File: config.mk
export PLATFORM = sky130hd
export DESIGN_NAME = prog_uart_loader
export DESIGN_NICKNAME = d
export VERILOG_FILES = /design/src/rtl/prog_uart_loader.sv
export SDC_FILE = /design/constraint.sdc
export NUM_CORES = 1
export LEC_CHECK = 0
export ABC_AREA = 1
export ABC_CLOCK_PERIOD_IN_PS = 4800
export BUFFER_PORTS_ARGS = -buffer_cell sky130_fd_sc_hd__buf_2
export CORE_MARGIN = 3
export CORE_UTILIZATION = 56
export DETAILED_ROUTE_END_ITERATION = 7
export PLACE_DENSITY = 0.76
export SETUP_SLACK_MARGIN = 0.5
export SLEW_MARGIN = 20
export SYNTH_ARGS = -nofsm -noshare
export SYNTH_HDL_FRONTEND = slang
export SYNTH_SLANG_ARGS = --single-unit
File: constraint.sdc
create_clock -name wb_clk_i -period 4.8 [get_ports wb_clk_i]
set_input_delay 0.96 -clock wb_clk_i [delete_from_list [all_inputs] [get_ports wb_clk_i]]
set_output_delay 0.96 -clock wb_clk_i [all_outputs]
set_load 0.05 [all_outputs]
File: src/rtl/prog_uart_loader.sv
// rtl/prog_uart_loader.sv - 8N1 UART receiver that packs bytes into words and loads instruction memory
module prog_uart_loader #(
  parameter int          CLKS_PER_BIT = 434,
  parameter int          ADDR_WIDTH   = 8,
  parameter logic [31:0] END_WORD     = 32'h00000FFF
) (
  input  logic                  wb_clk_i,
  input  logic                  wb_rst_i,
  input  logic                  en_i,
  input  logic                  rx_i,
  output logic                  mem_we_o,
  output logic [ADDR_WIDTH-1:0] mem_addr_o,
  output logic [31:0]           mem_wdata_o,
  output logic                  done_o,
  output logic                  frame_err_o,
  output logic [ADDR_WIDTH:0]   word_cnt_o
);

  localparam int BW = (CLKS_PER_BIT > 1) ? $clog2(CLKS_PER_BIT) : 1;
  localparam logic [BW-1:0]         BIT_LAST  = BW'(CLKS_PER_BIT - 1);
  localparam logic [BW-1:0]         HALF_LAST = BW'(CLKS_PER_BIT / 2 - 1);
  localparam logic [ADDR_WIDTH-1:0] ADDR_MAX  = '1;

  typedef enum logic [2:0] {IDLE, START, DATA, STOP, WORD} state_t;

  state_t                state;
  logic                  rx_meta;
  logic                  rx_s;
  logic [BW-1:0]         baud_cnt;
  logic [2:0]            bit_cnt;
  logic [1:0]            byte_idx;
  logic [7:0]            shift;
  logic [31:0]           word;
  logic [ADDR_WIDTH-1:0] addr;
  logic [31:0]           word_next;

  // Current word with the freshly received byte dropped into its lane
  always_comb begin
    word_next = word;
    word_next[{byte_idx, 3'b000} +: 8] = shift;
  end

  always_ff @(posedge wb_clk_i) begin
    if (wb_rst_i) begin
      rx_meta     <= 1'b1;
      rx_s        <= 1'b1;
      state       <= IDLE;
      baud_cnt    <= '0;
      bit_cnt     <= '0;
      byte_idx    <= '0;
      shift       <= '0;
      word        <= '0;
      addr        <= '0;
      mem_we_o    <= 1'b0;
      mem_addr_o  <= '0;
      mem_wdata_o <= '0;
      done_o      <= 1'b0;
      frame_err_o <= 1'b0;
      word_cnt_o  <= '0;
    end else begin
      rx_meta  <= rx_i;
      rx_s     <= rx_meta;
      mem_we_o <= 1'b0;
      case (state)
        IDLE: begin
          if (en_i && !done_o && !rx_s) begin
            state    <= START;
            baud_cnt <= '0;
          end
        end
        START: begin
          if (!en_i) begin
            state <= IDLE;
          end else if (baud_cnt == HALF_LAST) begin
            baud_cnt <= '0;
            bit_cnt  <= '0;
            state    <= rx_s ? IDLE : DATA;
          end else begin
            baud_cnt <= baud_cnt + 1'b1;
          end
        end
        DATA: begin
          if (!en_i) begin
            state <= IDLE;
          end else if (baud_cnt == BIT_LAST) begin
            baud_cnt <= '0;
            shift    <= {rx_s, shift[7:1]};
            bit_cnt  <= bit_cnt + 1'b1;
            if (bit_cnt == 3'd7) state <= STOP;
          end else begin
            baud_cnt <= baud_cnt + 1'b1;
          end
        end
        STOP: begin
          if (!en_i) begin
            state <= IDLE;
          end else if (baud_cnt == BIT_LAST) begin
            baud_cnt <= '0;
            if (!rx_s) begin
              frame_err_o <= 1'b1;
              state       <= IDLE;
            end else begin
              word <= word_next;
              if (byte_idx == 2'd3) begin
                // Write is launched here so the strobe is visible during WORD
                state <= WORD;
                if (word_next == END_WORD) begin
                  done_o <= 1'b1;
                end else begin
                  mem_we_o    <= 1'b1;
                  mem_addr_o  <= addr;
                  mem_wdata_o <= word_next;
                  word_cnt_o  <= word_cnt_o + 1'b1;
                  if (addr == ADDR_MAX) done_o <= 1'b1;
                  else                  addr   <= addr + 1'b1;
                end
              end else begin
                byte_idx <= byte_idx + 1'b1;
                state    <= IDLE;
              end
            end
          end else begin
            baud_cnt <= baud_cnt + 1'b1;
          end
        end
        WORD: begin
          byte_idx <= '0;
          state    <= IDLE;
        end
        default: state <= IDLE;
      endcase
    end
  end

endmodule

==> key figures <==
Layout
  – Final Core Density: 0.674
  – Final net count: just over 900
  – Most common cell after layout, fill and taps aside: nand2_1
  – Final non-filler cell total: 1040
  – Commonest non-fill, non-tap cells in the layout: nand2_1, nor2_1, dfxtp_1
  – Area growth syn-to-layout: 15.0%
  – Layout cells sized above 1: 0.117
  – Antenna Cells: 0

Clocking
  – CTS buffer count: 17
  – Clock Pin Slew Worst Setup and Hold Paths: 0.06 ns
  – CTS max path bufs: 2
  – CTS tree: yes
  – Clk root buf: clkbuf_8
  – Post-CTS Repair Setup Buffers: 0
  – Hold buffers post-CTS: 0
  – Post_cts resized: 0
  – H-tree depth: 4
  – Clock Sinks: 119
  – Clock latency on the worst-skew pair: 0.53 ns

Critical path
  – Origin of the worst setup path: byte_idx[0]
  – Crit-path max FO: 55
  – WS Path Type: reg -> reg
  – WP data arrival: 4.06 ns
  – R2R Path Start: byte_idx[0]
  – CP Launch Type: flop
  – Crit. End Element: flop
  – Worst path required time: 5.22 ns

Placement
  – DP Wirelength: 10200 µm
  – Pre-CTS worst setup slack: about 1.2 ns
  – # port buffers: 55
  – Gp weighted congestion: 1.00
  – Cells after DPL: 1009

Synth
  – Top cells by area, synth: dfxtp_1, nand2_1, nor2_1, inv_1, a21oi_1
  – Largest family of logic cells by synthesized area: simple AND/OR/NAND/NOR gates
  – Post-Synth Simple-Gate Area: 0.267
  – Xor and xnor fraction of the mapped netlist area: 0.00452
  – YS warnings: 0
  – Post-synthesis instance total: 854
  – Post-synthesis adder-cell area fraction: 0.0259
  – Mapped Area: 0.00581 mm²
  – Compound-gate portion of the synthesized area: 0.176
  – Mux contribution to synthesized area: 0
  – Top_reg_cell synth: dfxtp_1
  – Mean Syn Cell Area: 6.80 µm²
  – Post-synthesis cell type count: 35
  – Sequential area share after synthesis: 0.410
  – Yosys top cell area share: 0.410
  – Largest area contributor in the netlist: dfxtp_1
  – Number of synthesized flops with an enable pin: 0
  – #FFs+latches synth: 119
  – Syn_nets: 870
  – Fraction of registers with async set or reset after synthesis: 0

Timing
  – Tmin final: 3.64 ns
  – Final Hold Violating Endpoints: 0
  – Max Freq: 275 MHz
  – Unrepaired setup endpoints after global routing: no
  – Worst Skew: 0.00922 ns
  – Fin crit share: 0.758
  – Setup TNS: 0 ns
  – Max-slew violations: 0
  – Rel. slew slack: 0.349
  – Final setup viols: 0
  – Pin slew with the least headroom to its limit: 0.974 ns
  – Final setup margin: 1.16 ns

Detailed routing
  – DRT Wirelength: 14400 µm
  – Number of vias per cell: 5.32
  – Top sig layer: met4
  – Routed wl met2: 6440 µm
  – Initial DRC count: 484
  – M1 wire length: 6840 µm
  – Detail Route Antenna Nets: 0
  – DRC: 0
  – Met3 WL: 796 µm
  – Routed WL per cell: 13.8 µm
  – Initial DRT Pass Iterations: 6
  – Vias: ~5500

Floorplanning
  – Core area: 0.00991 mm²
  – Total die area: 0.0116 mm²
  – Initial Utilization: 0.586
  – Io pins: between 50 and 60
  – Die Height: 108 µm
  – DIE WIDTH: 108 µm
  – FP Rows: 36

Job
  – Max_cap viols: 0

Global route
  – GRT Resource Usage Total: 0.266
  – First-pass GRT wire length: roughly 25000 µm
  – Largest net degree at the start of global routing: a little under 80
  – Remaining global-route overflow: 0
  – Vias in the first global route: 5233
  – Initial antenna violation count: 0

Min path
  – Worst hold-check path type: reg -> reg
  – Hold_sp: rx_meta

Power
  – VDD IR-drop max: 0.000255 V
  – Leak Pwr: approximately 3.0 nW
  – Pwr dens: 371 mW/mm²

Status
  – Status: completed
-- logic make-up after synthesis --
logic type | after synthesis
AOI/OAI and AO/OA | 183
xor gates and xnor gates | 3
adders and majority gates | 12
buffers and inverters | 158
DFF | 119
and+or+nand+nor | 379
-- per-layer routing --
layer	up-vias	GRT usage
met5	-	0
met4	0	0.124
met3	35	0.0582
met2	178	0.414
met1	2504	0.353
li1	2819	-
-- report_power, final --
| group | total [mW] | internal [mW] | switching (mW) |
|---|---|---|---|
| Clock | 1.28 | 0.854 | 0.431 |
| Sequential | 1.02 | 1.01 | 0.0124 |
| Combinational | 0.176 | 0.0511 | 0.125 |
-- sequential cells by signal (all words and copies together) (netlist names), 8 cells and up --
register	count
addr	8
baud_cnt	9
mem_addr_o	8
mem_wdata_o	32
shift	8
word	32
word_cnt_o	9
-- worst max-delay path, cell delays in order, from the launching register on --
cell      delay, ns
dfxtp_1        0.71
inv_1          0.22
ha_1           0.38
inv_4          0.20
nand3_2        0.25
o21bai_1       0.30
nor2_1         0.08
nand2_1        0.10
nor2_1         0.05
nand2_1        0.08
nor2_2         0.06
nor2_4         0.49
buf_12         0.30
nand2_1        0.09
o21ai_0        0.16
nor2_1         0.05
-- cell usage after synthesis, types with 3 or more instances --
library cell and instances:
clkbuf_1 15, or2_2 4, a21oi_1 66, nand4_1 13
ha_1 12, o21bai_1 8, nor2_2 6, nand2_1 164
nor2_1 153, inv_1 119, o31ai_1 3, o21ai_0 61
o22ai_1 3, o21ai_1 15, nor3_1 10, buf_4 3
buf_6 8, buf_2 9, dfxtp_1 119, nand3_1 21
a211oi_1 22
-- final timing paths --
path	cells past startpoint	slack [ns]	to
max	15	1.16	word_cnt_o[3]
min	1	0.41	rx_s
max reg2reg	15	1.16	word_cnt_o[3]
min reg2reg	1	0.41	rx_s
-- through the flow --
step	instance area [µm²]	power, mW	hold WS (ns)
finish	6680	2.48	0.413
global route	6680	2.58	0.416
CTS	6680	2.50	0.416
detailed placement	6070	1.21	0.401
global placement	6070	1.21	0.402
floorplan	5810	1.17	0.389
-- final cells by class --
cell class | count | area (µm²)
Multi-Input combinational cell | 577 | 2750
Tap cell | 133 | 166
Sequential cell | 119 | 2380
Fill cell | 891 | 3230
Inverter | 122 | 460
Clock buffer | 23 | 487
Timing Repair Buffer | 58 | 310
Clock inverter | 8 | 119
Power figures use the tool's default switching activity.
